## config.mk

```make
export PLATFORM = sky130hd
export DESIGN_NAME = trivium_ctrl
export DESIGN_NICKNAME = d
export VERILOG_FILES = /design/src/rtl/trivium_ctrl.sv
export SDC_FILE = /design/constraint.sdc
export NUM_CORES = 1
export LEC_CHECK = 0
export CAP_MARGIN = 20
export CORE_ASPECT_RATIO = 1.1
export CORE_MARGIN = 8
export CORE_UTILIZATION = 46
export DETAILED_ROUTE_END_ITERATION = 10
export PLACE_DENSITY = 0.8
export SYNTH_ARGS = -nofsm -noshare
export SYNTH_HDL_FRONTEND = slang
export SYNTH_SLANG_ARGS = --single-unit
```

## constraint.sdc

```tcl
create_clock -name clk -period 2.6 [get_ports clk]
set_clock_uncertainty 0.05 [all_clocks]
set_input_delay 0.26 -clock clk [delete_from_list [all_inputs] [get_ports clk]]
set_output_delay 0.26 -clock clk [all_outputs]
set_load 0.01 [all_outputs]
```

## src/rtl/trivium_ctrl.sv

```systemverilog
`default_nettype none
// ============================================================================
// Module  : trivium_ctrl
// Brief   : Session controller and two-channel round-robin byte scheduler
//           for an 8-bit-per-step Trivium keystream core.
// Rev     : 1.0  initial release
// ============================================================================
module trivium_ctrl #(
  parameter int INIT_STEPS = 144,
  parameter int MAX_BYTES  = 65536
) (
  input  logic        clk,
  input  logic        rst,
  input  logic        key_bit,
  input  logic        key_valid,
  input  logic [79:0] iv,
  input  logic        req0,
  input  logic        req1,
  input  logic [7:0]  din0,
  input  logic [7:0]  din1,
  output logic        ack0,
  output logic        ack1,
  output logic [7:0]  dout,
  output logic        core_load,
  output logic [79:0] core_key,
  output logic [79:0] core_iv,
  output logic        core_init,
  output logic        core_step,
  input  logic [7:0]  core_ks,
  output logic        ready,
  output logic        rekey_req
);

  localparam int                  c_init_w    = (INIT_STEPS > 1) ? $clog2(INIT_STEPS) : 1;
  localparam logic [c_init_w-1:0] c_init_last = c_init_w'(INIT_STEPS - 1);
  localparam logic [16:0]         c_max_bytes = 17'(MAX_BYTES);

  typedef enum logic [2:0] {
    S_IDLE      = 3'd0,
    S_KEY_LOAD  = 3'd1,
    S_LOAD      = 3'd2,
    S_INIT      = 3'd3,
    S_READY     = 3'd4,
    S_EXHAUSTED = 3'd5
  } state_t;

  state_t              r_state;
  logic [79:0]         r_key_sr;
  logic [6:0]          r_bit_cnt;
  logic [79:0]         r_core_iv;
  logic [16:0]         r_byte_cnt;
  logic [c_init_w-1:0] r_init_cnt;
  logic                r_rr_ptr;
  logic                r_ack0;
  logic                r_ack1;
  logic [7:0]          r_dout;
  logic                r_core_load;
  logic                r_ready;
  logic                r_rekey_req;

  logic        w_grant_en;
  logic        w_elig0;
  logic        w_elig1;
  logic        w_gnt0;
  logic        w_gnt1;
  logic [16:0] w_byte_cnt_inc;

  // A new key bit always pre-empts a grant in the same cycle.
  assign w_grant_en     = (r_state == S_READY) && !key_valid;
  assign w_elig0        = req0 && !r_ack0;
  assign w_elig1        = req1 && !r_ack1;
  assign w_gnt0         = w_grant_en && w_elig0 && (!w_elig1 || !r_rr_ptr);
  assign w_gnt1         = w_grant_en && w_elig1 && (!w_elig0 ||  r_rr_ptr);
  assign w_byte_cnt_inc = r_byte_cnt + 17'd1;

  always_ff @(posedge clk or negedge rst) begin
    if (!rst) begin
      r_state     <= S_IDLE;
      r_key_sr    <= '0;
      r_bit_cnt   <= '0;
      r_core_iv   <= '0;
      r_byte_cnt  <= '0;
      r_init_cnt  <= '0;
      r_rr_ptr    <= 1'b0;
      r_ack0      <= 1'b0;
      r_ack1      <= 1'b0;
      r_dout      <= '0;
      r_core_load <= 1'b0;
      r_ready     <= 1'b0;
      r_rekey_req <= 1'b0;
    end else begin
      r_core_load <= 1'b0;
      r_ready     <= 1'b0;
      r_rekey_req <= 1'b0;
      r_ack0      <= w_gnt0;
      r_ack1      <= w_gnt1;

      if (key_valid) begin
        r_key_sr <= {r_key_sr[78:0], key_bit};
      end

      if (w_gnt0 || w_gnt1) begin
        r_dout     <= (w_gnt0 ? din0 : din1) ^ core_ks;
        r_byte_cnt <= w_byte_cnt_inc;
        r_rr_ptr   <= w_gnt0;
      end

      case (r_state)
        S_IDLE: begin
          if (key_valid) begin
            r_bit_cnt <= 7'd1;
            r_state   <= S_KEY_LOAD;
          end
        end

        S_KEY_LOAD: begin
          if (key_valid) begin
            if (r_bit_cnt == 7'd79) begin
              r_core_iv   <= iv;
              r_core_load <= 1'b1;
              r_state     <= S_LOAD;
            end else begin
              r_bit_cnt <= r_bit_cnt + 7'd1;
            end
          end
        end

        S_LOAD: begin
          r_byte_cnt <= '0;
          r_init_cnt <= '0;
          r_rr_ptr   <= 1'b0;
          if (key_valid) begin
            r_bit_cnt <= 7'd1;
            r_state   <= S_KEY_LOAD;
          end else begin
            r_state <= S_INIT;
          end
        end

        S_INIT: begin
          if (key_valid) begin
            r_bit_cnt <= 7'd1;
            r_state   <= S_KEY_LOAD;
          end else if (r_init_cnt == c_init_last) begin
            r_ready <= 1'b1;
            r_state <= S_READY;
          end else begin
            r_init_cnt <= r_init_cnt + c_init_w'(1);
          end
        end

        S_READY: begin
          if (key_valid) begin
            r_bit_cnt <= 7'd1;
            r_state   <= S_KEY_LOAD;
          end else if ((w_gnt0 || w_gnt1) && (w_byte_cnt_inc == c_max_bytes)) begin
            r_rekey_req <= 1'b1;
            r_state     <= S_EXHAUSTED;
          end else begin
            r_ready <= 1'b1;
          end
        end

        S_EXHAUSTED: begin
          if (key_valid) begin
            r_bit_cnt <= 7'd1;
            r_state   <= S_KEY_LOAD;
          end else begin
            r_rekey_req <= 1'b1;
          end
        end

        default: r_state <= S_IDLE;
      endcase
    end
  end

  assign ack0      = r_ack0;
  assign ack1      = r_ack1;
  assign dout      = r_dout;
  assign core_load = r_core_load;
  assign core_key  = r_key_sr;
  assign core_iv   = r_core_iv;
  assign core_init = (r_state == S_INIT) && !key_valid;
  assign core_step = w_gnt0 || w_gnt1;
  assign ready     = r_ready;
  assign rekey_req = r_rekey_req;

endmodule
`default_nettype wire

```

==> results.cfg <==
[cts]
clk_latency_ns = 0.49
clk_pin_slew_worst_paths_ns = 0.06
cts_sinks = 209
htreeDepth = 1
cts_root_buffer = clkbuf_16
cts_tree = built
cts_setup_buffers = 0
cts_buffer_depth = 3
numCtsBuffers = 23

[floorplanning]
core-area_mm2 = 0.0184
rows = 52
start_util_pct = 47.0
die_w_um = 147
dieHeight_um = 160
die-area_mm2 = 0.0235
io_pins = 285

[routing]
vias = 6846
drt-total-wl_mm = 23.4
drcViolationCount = 0
wire_per_inst_um = 17.3
routed_via_density = 5.06
dr.pass1.iters = 5
drt-initial-drc-count = 416
ant_nets = 0

[timing]
setup_ws_ns = 0.183
timing.final.crit_share_pct = 93.0
clock.fmax_mhz = 414
finalHoldViolCount = 0
min_period_ns = 2.42
final_max_slew_viol_count = 0
setup_violations = 0
worstMarginPinSlew_ns = 0.960
tns_ns = 0
rsz0062_at_grt = no
relSlewSlack_pct = 36.0

[pwr]
p_per_area_mw_per_mm2 = 642
p_leak_nw = 5.93
ir_worst_vdd_uv = 871
finalPower_mw = 8.06

[finish]
syn_to_final_growth_pct = 44.8
fin_nets = 1209
drive_gt1_share_pct = 13.1
antenna_cells = 0
utilization_pct = 68.1
nFillCells = 1369

[synth]
ys_ff_latch = 209
synthDistinctLibCells = 52
yosys_warnings = 0
synth_edf_count = 0
synth-seq-area-share_pct = 60.4
avgSynthCellArea_um2 = 10.7
syn_area_mm2 = 0.00866
synth_flop_cell = dfrtp_1
synth_cells = 811
syn_nets = 924
async_reset_ff_share_pct = 100

[setup_path]
cp.arrival_ns = 2.11
worst_path_largest_cell_delay_ns = 0.60
cp-end-kind = primary output
rrSetupSlack_ns = 0.28
r2r_start = r_state[1]
slowest_stage = or4b_4
critPathKind = reg2out
startpoint_type = flip-flop
crit_chain = or4b_4 > a21o_4 > inv_2 > dlygate4sd2_1
cp_max_fo = 9
crit_buf_inv = 2
crit_family = simple AND/OR/NAND/NOR gates
r2r_end = dout[7]
worst_r2r_path_depth = 5
critPathRequiredTime_ns = 2.29

[global_route]
grt_use_met1_pct = 23.8
grtUsageTotal_pct = 19.6
antenna_found_initial = 0
globalRouteMet2Util_pct = 32.1
use_met3_pct = 6.42
first_global_vias = 7082
grt_max_degree = 81
grt_pass1_wl_mm = 38.1
grt.busiest_layer = met2
grt.overflow.total = 0

[placement]
routabilityCongestion = 0.839
hpwl_mm = 16.8
port_buffers = 284
place_ws_ns = 0.226

[status]
status = finished clean

[min_path]
hp-start = key_valid
min_path_cells = 3
hold_path_class = in2reg
whs_endpoint = r_state[1]

[flow_run]
drv_cap = 0
## worst min-delay path, cell delays in order
cell and delay (ns):
buf_4 0.16, nand4b_1 0.10, a21oi_1 0.06
## layout by cell type, fill, tap and decap left out, drive strengths merged, types with 3 or more instances in the layout
master	netlist	routed
a21oi	9	9
a31oi	4	4
and2	4	4
and3	5	5
buf	13	15
clkbuf	26	32
clkdlybuf4s50	0	281
clkinv	0	4
dfrtp	209	209
ha	3	3
inv	10	11
mux2	81	81
mux2i	8	8
nand2	276	276
nand2b	3	3
nand3	15	15
nand4	9	9
nor2	29	29
nor3	9	9
nor4	3	3
o21ai	44	44
o31ai	4	4
or3	5	5
xnor2	3	3
xor2	14	14
## timing repair
item                       4_1_cts  5_1_grt
setup endpoints to repair        1        1
hold buffers                     1        0
cloned                           0        0
resized for setup                2        1
hold endpoints to repair        70        0
## report_power, final
group	internal, mW	total (mW)	switching (mW)
clock	1.90	3.14	1.23
combinational	0.739	1.19	0.456
sequential	3.52	3.72	0.205
## metal layers
layer | part of all wire (%) | vias to the layer above
met5 | 0 | -
met4 | 3.3 | 0
met3 | 8.7 | 55
met2 | 47 | 245
met1 | 41 | 3274
li1 | - | 3272
## metrics by stage
step	std cells	cell area, um2	hold slack [ns]
2_1_floorplan	811	8660	-0.0856
3_3_place_gp	1313	11800	0.270
3_5_place_dp	1313	11800	0.278
4_1_cts	1352	12500	0.0573
5_1_grt	1352	12500	0.0781
6_report	1352	12500	0.0802
## flip-flops by register name, indices dropped and copies added (netlist names)
signal / cells
r_init_cnt: 8
core_iv: 80
r_state: 3
core_key: 80
ready: 1
r_rr_ptr: 1
ack0: 1
rekey_req: 1
ack1: 1
dout: 8
r_bit_cnt: 7
r_byte_cnt: 17
core_load: 1
## cell usage after synthesis, types with 3 or more instances
| cell | instances | area (um2) |
|---|---|---|
| xnor2_1 | 3 | 26.3 |
| a21oi_1 | 9 | 45.0 |
| o21ai_0 | 30 | 150 |
| mux2i_1 | 8 | 80.1 |
| nor3_1 | 9 | 45.0 |
| ha_1 | 3 | 37.5 |
| mux2_2 | 81 | 912 |
| clkbuf_1 | 25 | 93.8 |
| dfrtp_1 | 209 | 5230 |
| nand3_1 | 15 | 75.1 |
| and2_1 | 4 | 25.0 |
| a31oi_1 | 4 | 25.0 |
| xor2_1 | 14 | 123 |
| o21ai_1 | 14 | 70.1 |
| and3_1 | 5 | 31.3 |
| nand2b_1 | 3 | 18.8 |
| nand2_1 | 276 | 1040 |
| o31ai_1 | 4 | 30.0 |
| or3_1 | 5 | 31.3 |
| nor2_1 | 29 | 109 |
| inv_1 | 8 | 30.0 |
| nand4_1 | 8 | 50.1 |
| buf_1 | 8 | 30.0 |
## kinds of logic after synthesis
kind of cell	synth area share, %
and+or+nand+nor	18.1
DFF	60.4
muxes	11.5
AOI/OAI and AO/OA	5.48
buffers and inverters	2.38
xor gates and xnor gates	1.72
adders and majority gates	0.434
## layout make-up
type / instances / area [um2] / area share [%]
Clock inverter: 7 / 91.3 / 0.728
Multi-Input combinational cell: 553 / 3230 / 25.8
Clock buffer: 31 / 636 / 5.07
Sequential cell: 209 / 5230 / 41.7
Tap cell: 243 / 304 / 2.42
Inverter: 10 / 37.5 / 0.299
Timing Repair Buffer: 299 / 3010 / 24.0
## how the worst max path moves through the flow
stage	slack, ns	from	cells after the start	end
final	0.18	r_state[1]	4	core_step
after global placement	0.33	r_state[1]	5	dout[0]
after CTS	0.04	r_state[2]	3	core_init
after floorplan	0.52	r_state[1]	7	dout[0]
after detailed placement	0.23	req1	8	r_byte_cnt[14]
after global routing	0.11	r_state[2]	3	core_init
Note: power is estimated with default switching activity, not from simulation.
